===== config.mk =====
export PLATFORM = sky130hd
export DESIGN_NAME = gcd_core
export DESIGN_NICKNAME = d
export VERILOG_FILES = /design/src/rtl/gcd_core.sv
export SDC_FILE = /design/constraint.sdc
export NUM_CORES = 1
export LEC_CHECK = 0
export ABC_AREA = 1
export BUFFER_PORTS_ARGS = -buffer_cell sky130_fd_sc_hd__buf_4
export CELL_PAD_IN_SITES_DETAIL_PLACEMENT = 0
export CELL_PAD_IN_SITES_GLOBAL_PLACEMENT = 1
export CORE_MARGIN = 4
export CORE_UTILIZATION = 38
export CTS_CLUSTER_DIAMETER = 100
export CTS_CLUSTER_SIZE = 24
export DETAILED_ROUTE_END_ITERATION = 7
export PLACE_DENSITY_LB_ADDON = 0.25
export SLEW_MARGIN = 20
export SYNTH_ARGS = -nofsm -noshare
export SYNTH_HDL_FRONTEND = slang
export SYNTH_SLANG_ARGS = --single-unit

===== constraint.sdc =====
create_clock -name clk -period 1.9 [get_ports clk]
set_input_delay 0.095 -clock clk [delete_from_list [all_inputs] [get_ports clk]]
set_output_delay 0.095 -clock clk [all_outputs]
set_load 0.02 [all_outputs]

===== src/rtl/gcd_core.sv =====
// Iterative repeated-subtraction GCD engine: serial A/B load, one compare/subtract step per cycle.
// Optional GCD_ITER_COUNT_EN adds an iter_count output counting subtraction steps.
module gcd_core #(
    parameter int unsigned WIDTH = 16
) (
    input  logic             clk,
    input  logic             rst,
    input  logic             start,
    input  logic [WIDTH-1:0] data_in,
    output logic             done,
    output logic             busy,
    output logic [WIDTH-1:0] result
`ifdef GCD_ITER_COUNT_EN
    ,
    output logic [15:0]      iter_count
`endif
);

    typedef enum logic [2:0] {
        S_IDLE,
        S_LOAD_A,
        S_LOAD_B,
        S_RUN,
        S_DONE
    } state_t;

    state_t           r_state;
    logic [WIDTH-1:0] r_a;
    logic [WIDTH-1:0] r_b;
    logic [WIDTH-1:0] r_result;
    logic             r_done;
    logic             r_busy;
`ifdef GCD_ITER_COUNT_EN
    logic [15:0]      r_iter;
`endif

    logic             w_a_zero;
    logic             w_b_zero;
    logic             w_eq;
    logic             w_a_gt_b;
    logic [WIDTH-1:0] w_a_minus_b;
    logic [WIDTH-1:0] w_b_minus_a;

    assign w_a_zero    = (r_a == '0);
    assign w_b_zero    = (r_b == '0);
    assign w_eq        = (r_a == r_b);
    assign w_a_gt_b    = (r_a > r_b);
    assign w_a_minus_b = r_a - r_b;
    assign w_b_minus_a = r_b - r_a;

    always_ff @(posedge clk) begin
        if (rst) begin
            r_state  <= S_IDLE;
            r_a      <= '0;
            r_b      <= '0;
            r_result <= '0;
            r_done   <= 1'b0;
            r_busy   <= 1'b0;
`ifdef GCD_ITER_COUNT_EN
            r_iter   <= '0;
`endif
        end else begin
            case (r_state)
                S_IDLE: begin
                    if (start) begin
                        r_state  <= S_LOAD_A;
                        r_busy   <= 1'b1;
                        r_result <= '0;
`ifdef GCD_ITER_COUNT_EN
                        r_iter   <= '0;
`endif
                    end
                end
                S_LOAD_A: begin
                    r_a     <= data_in;
                    r_state <= S_LOAD_B;
                end
                S_LOAD_B: begin
                    r_b     <= data_in;
                    r_state <= S_RUN;
                end
                S_RUN: begin
                    // Zero/equal checks take priority; the larger operand is always the minuend.
                    if (w_a_zero || w_b_zero || w_eq) begin
                        r_result <= w_a_zero ? r_b : r_a;
                        r_state  <= S_DONE;
                        r_done   <= 1'b1;
                        r_busy   <= 1'b0;
                    end else begin
                        if (w_a_gt_b) begin
                            r_a <= w_a_minus_b;
                        end else begin
                            r_b <= w_b_minus_a;
                        end
`ifdef GCD_ITER_COUNT_EN
                        if (r_iter != 16'hFFFF) begin
                            r_iter <= r_iter + 16'd1;
                        end
`endif
                    end
                end
                S_DONE: begin
                    if (!start) begin
                        r_state <= S_IDLE;
                        r_done  <= 1'b0;
                    end
                end
                default: begin
                    r_state <= S_IDLE;
                    r_done  <= 1'b0;
                    r_busy  <= 1'b0;
                end
            endcase
        end
    end

    assign done   = r_done;
    assign busy   = r_busy;
    assign result = r_result;
`ifdef GCD_ITER_COUNT_EN
    assign iter_count = r_iter;
`endif

endmodule


After elaboration in Yosys (flattened, before gate mapping)
Index checks and enable logic that the tools add are counted.
Widths: inputs -> output; s select.
{"block": "word_totals", "regBits": 53, "latchBits": 0, "mem_bits_rw": 0, "rom_bits": 0, "inputBits": 19, "out_inout_bits": 18, "word_cells": 58, "memories": 0}
{"block": "classes", "add_sub_neg": 2, "mul": 0, "div": 0, "n_lt_le_gt_ge": 1, "n_eq_ne": 11, "n_shift": 0, "muxes": 20, "n_bitwise": 2, "reduce_logical": 16}
{"op": "$mux 16", "n": 7}
{"op": "$pmux 16 s2", "n": 3}
{"op": "$logic_not 16->1", "n": 2}
{"op": "$sub 16x16->16", "n": 2}
{"op": "$reduce_and 3->1", "n": 6}
{"op": "$eq 16x16->1", "n": 1}
{"op": "$gt 16x16->1", "n": 1}
{"op": "$pmux 3 s5", "n": 1}
{"op": "$ne 2x2->1 const B", "n": 6}
{"op": "$mux 3", "n": 3}
{"op": "$eq 3x2->1 const B", "n": 2}
{"op": "$pmux 1 s3", "n": 2}
{"op": "$reduce_bool 2->1", "n": 3}
{"op": "$reduce_or 3->1", "n": 2}
{"op": "$mux 1", "n": 4}
{"op": "$eq 3x1->1 const B", "n": 1}
{"op": "$eq 3x3->1 const B", "n": 1}
{"op": "$logic_not 3->1", "n": 1}
{"op": "$logic_or 1x1->1", "n": 2}
{"op": "$not 1->1", "n": 2}

Longest topological paths before layout
{"block": "logic_depth", "word_depth": 5, "mapped_depth": 17, "ltp_nobuf": 16}

Worst setup path after synthesis
OpenSTA, ideal clock, no wires.
{"block": "synth_timing", "kind": "register to register", "start": "reg r_a[0]", "end": "reg r_a[15]", "setup_time_ns": 0.111, "t_arrival_ns": 1.967, "t_required_ns": 1.789, "setup_slack_ns": -0.178, "path_stages_with_launch": 17, "path_buffers": 1, "period_less_slack_ns": 2.078, "cell_sequence": "dfxtp_1 -> inv_1 -> ha_1 -> fa_1 -> inv_1 -> nand3_1 -> nand2_1 -> nand2_2 -> nand2_2 -> nand2_1 -> nand2_2 -> nand2_1 -> nand2_2 -> buf_4 -> nand3_1 -> nor2_1 -> nor2_1"}
{"block": "synth_between", "elab_chain_len": 5, "elab_cells_between_ends": 12, "classes_between": "add/sub (1); order compare (1); eq/ne (3); mux (3); reduce/logical (4)"}
{"element": "from (decl)", "line_no": "28", "text": "logic [WIDTH-1:0] r_a;"}
{"element": "from (signal assigned)", "line_no": "75", "text": "r_a <= data_in;"}
{"element": "from (signal assigned)", "line_no": "91", "text": "r_a <= w_a_minus_b;"}
{"element": "branches (longest 5 deep; another with $sub 16x16->16)"}
Several ways; the timed one is not identified. The select of a mux whose other input is x is not followed.
A chain may end at the register's enable or synchronous reset.

Worst setup path in the final report
{"block": "layout_timing", "start": "reg r_a[0]", "end": "reg r_a[10]"}
The elaborated chain is that of the path after synthesis.

==> out/results.tsv <==
metric	value	unit
final period demand of the worst path	2.09	ns
pin count of the biggest net entering global routing	33	
CP endpoint kind	flip-flop	
# nets final	1008	
CTS tree	yes	
Clock transition at path regs	0.07	ns
met2 WL	7.47	mm
GRT Util Overall	23.2	%
routed len/inst	14.9	um
share of layout cells above drive strength 1	33.2	%
part of the cycle the worst path needs	110	%
critical path fanouts, max	8	
register-to-register setup slack	-0.19	ns
vias	5403	
CTS sink cnt	53	
#FFs+latches synth	53	
hold violation total from the final report	0	
max cap viols	0	
Slew headroom	73.0	%
initial core utilization	39.5	%
CTS buffer count	5	
Layout area overhead	45.8	%
ant diodes	0	
synthesized area	0.00461	mm2
# IOs	37	
worst setup margin	-0.192	ns
Most used DFF post-synth	dfxtp_1	
htree depth	2	
Post-synth EDFFs	0	
startpoint types	flip-flop	
Final Max Tran Viols	0	
Clock Path Buffers	2	
Metal-1 WL	7.65	mm
die outline width	118	um
CP required	2.09	ns
final WL	16.4	mm
commonest non-fill, non-tap cells in the layout	nand2_1, buf_4, inv_1	
Residual DRC	0	
Max Clk Rate	0.478	GHz
worst setup path end	r_a[10]	
Hold Path Class	in -> reg	
async set or reset register ratio after synthesis	0	%
final setup fails	44	
First DRT Iteration DRCs	470	
Cells after Synth	792	
clk_skew	0.00600	ns
initial antenna violation count	0	
status	finished, violations left	
GPL Wtd Cong	0.888	
vias per cell	4.91	
worst r2r dst	r_a[10]	
CP startpoint	r_a[0]	
worst slew pin tran	0.406	ns
reg2reg start	r_a[0]	
HPWL after DPL	12.5	mm
Final Cell Area	0.00672	mm2
Core Util, Final	57.6	%
Ys Warns	0	
commonest non-fill, non-tap cell in the layout	nand2_1	
die footprint	0.0140	mm2
grt total ovfl	0	
Worst Path Arrival	2.28	ns
worst-skew pair later-pin latency	0.29	ns
post-route ant nets	0	
# rows	39	
PortBufs	36	
Die H	118	um
R2R cell count	16	
global-route wire length before repair	26.7	mm
Core ar.	0.0117	mm2
vias in the first global route	5300	
top layer in use	met4	
met3 WL	972	um
drt pass-1 iters	7	
mean post-synth cell area	5.82	um2
critical path class	reg -> reg	
Synth cell types	33	
Syn Nets	844	
register area share after synthesis	23.0	%
Hold Startpoint	rst	
root buffer cell	clkbuf_16	
failing checks	negative setup slack	
RSZ-0062 raised after global routing	true	
Cell Area, Placed	0.00598	mm2
==> cell usage after synthesis (4+ instances only) <==
cell type	count	share of area (%)
nand3b_1	6	0.98
inv_2	4	0.33
inv_1	117	9.5
nand3_1	59	6.4
clkbuf_1	4	0.33
o21ai_2	4	0.76
a31oi_1	4	0.54
nand2_2	10	1.4
buf_2	7	0.76
buf_6	6	1.5
a21oi_1	34	3.7
nor2_1	105	8.5
nand2_1	282	23
ha_1	31	8.4
o21ai_0	27	2.9
dfxtp_1	53	23
nor2_4	4	0.98
nand4_1	7	0.95
a21oi_2	4	0.76
==> worst max-delay path: stages, from the launching register on <==
cell	delay, ns
dfxtp_2	0.34
inv_2	0.05
ha_4	0.16
fa_2	0.35
inv_2	0.08
nand3_2	0.07
nand2_2	0.09
nand2_2	0.06
nand2_2	0.07
nand2_2	0.06
nand2_4	0.08
nand2_4	0.06
nand2_4	0.09
buf_12	0.13
nand2_8	0.09
nor2_1	0.13
nor2_1	0.06
==> per-stage QoR <==
step	setup slack [ns]	hold WS (ns)	std cells	TNS, ns
final	-0.192	0.137	1100	-5.60
after detailed placement	-0.253	0.439	1080	-6.93
after CTS	-0.143	0.131	1099	-4.14
after floorplan	-0.0527	0.164	792	-1.02
after global routing	-0.308	0.151	1100	-10.63
after global placement	-0.165	0.431	1080	-4.75
==> area by class of cell <==
class	count	area, um2
Fill cell	1138	4940
Multi-Input combinational cell	595	3360
Timing Repair Buffer	178	1440
Sequential cell	53	1080
Inverter	122	483
Tap cell	143	179
Clock buffer	6	139
Clock inverter	2	37.5
Timing Repair inverter	1	11.3
==> worst min path at each step <==
| stage | to | slack, ns | cells after the start |
|---|---|---|---|
| final | result[10] | 0.14 | 2 |
| after CTS | result[10] | 0.13 | 2 |
| after global routing | result[10] | 0.15 | 2 |
| after global placement | r_state[2] | 0.43 | 3 |
| after floorplan | r_state[1] | 0.16 | 1 |
| after detailed placement | result[10] | 0.44 | 2 |
==> sequential cells by signal, summed over array words and instances, names as in the netlist <==
register	count
done	1
result	16
r_b	16
r_a	16
busy	1
r_state	3
==> metal layers <==
layer / track usage, % / vias to the layer above
met5: 0 / -
met4: 4.84 / 0
met3: 2.72 / 25
met2: 37.9 / 167
met1: 33.1 / 2449
li1: - / 2762
==> kinds of logic (layout without fill, tap and decap cells) <==
family | after synthesis | in the layout | share of synthesized area, %
AO/OA/AOI/OAI | 73 | 73 | 8.68
XOR/XNOR | 3 | 3 | 0.570
adder cells (fa/ha/maj) | 33 | 33 | 9.28
buffers and inverters | 145 | 309 | 13.5
flip-flops | 53 | 53 | 23.0
AND/OR/NAND/NOR | 485 | 486 | 45.0
==> what timing repair did <==
action                     CTS  global route
gates resized for setup     45            76
setup endpoints to repair   48            52
buffers inserted             8             2
hold buffers                 0             0
cloned                       3             2
pin swaps                   14            20
Power is not shown: default switching activity piles up to over one toggle a cycle in this logic, so the estimate is an artifact.
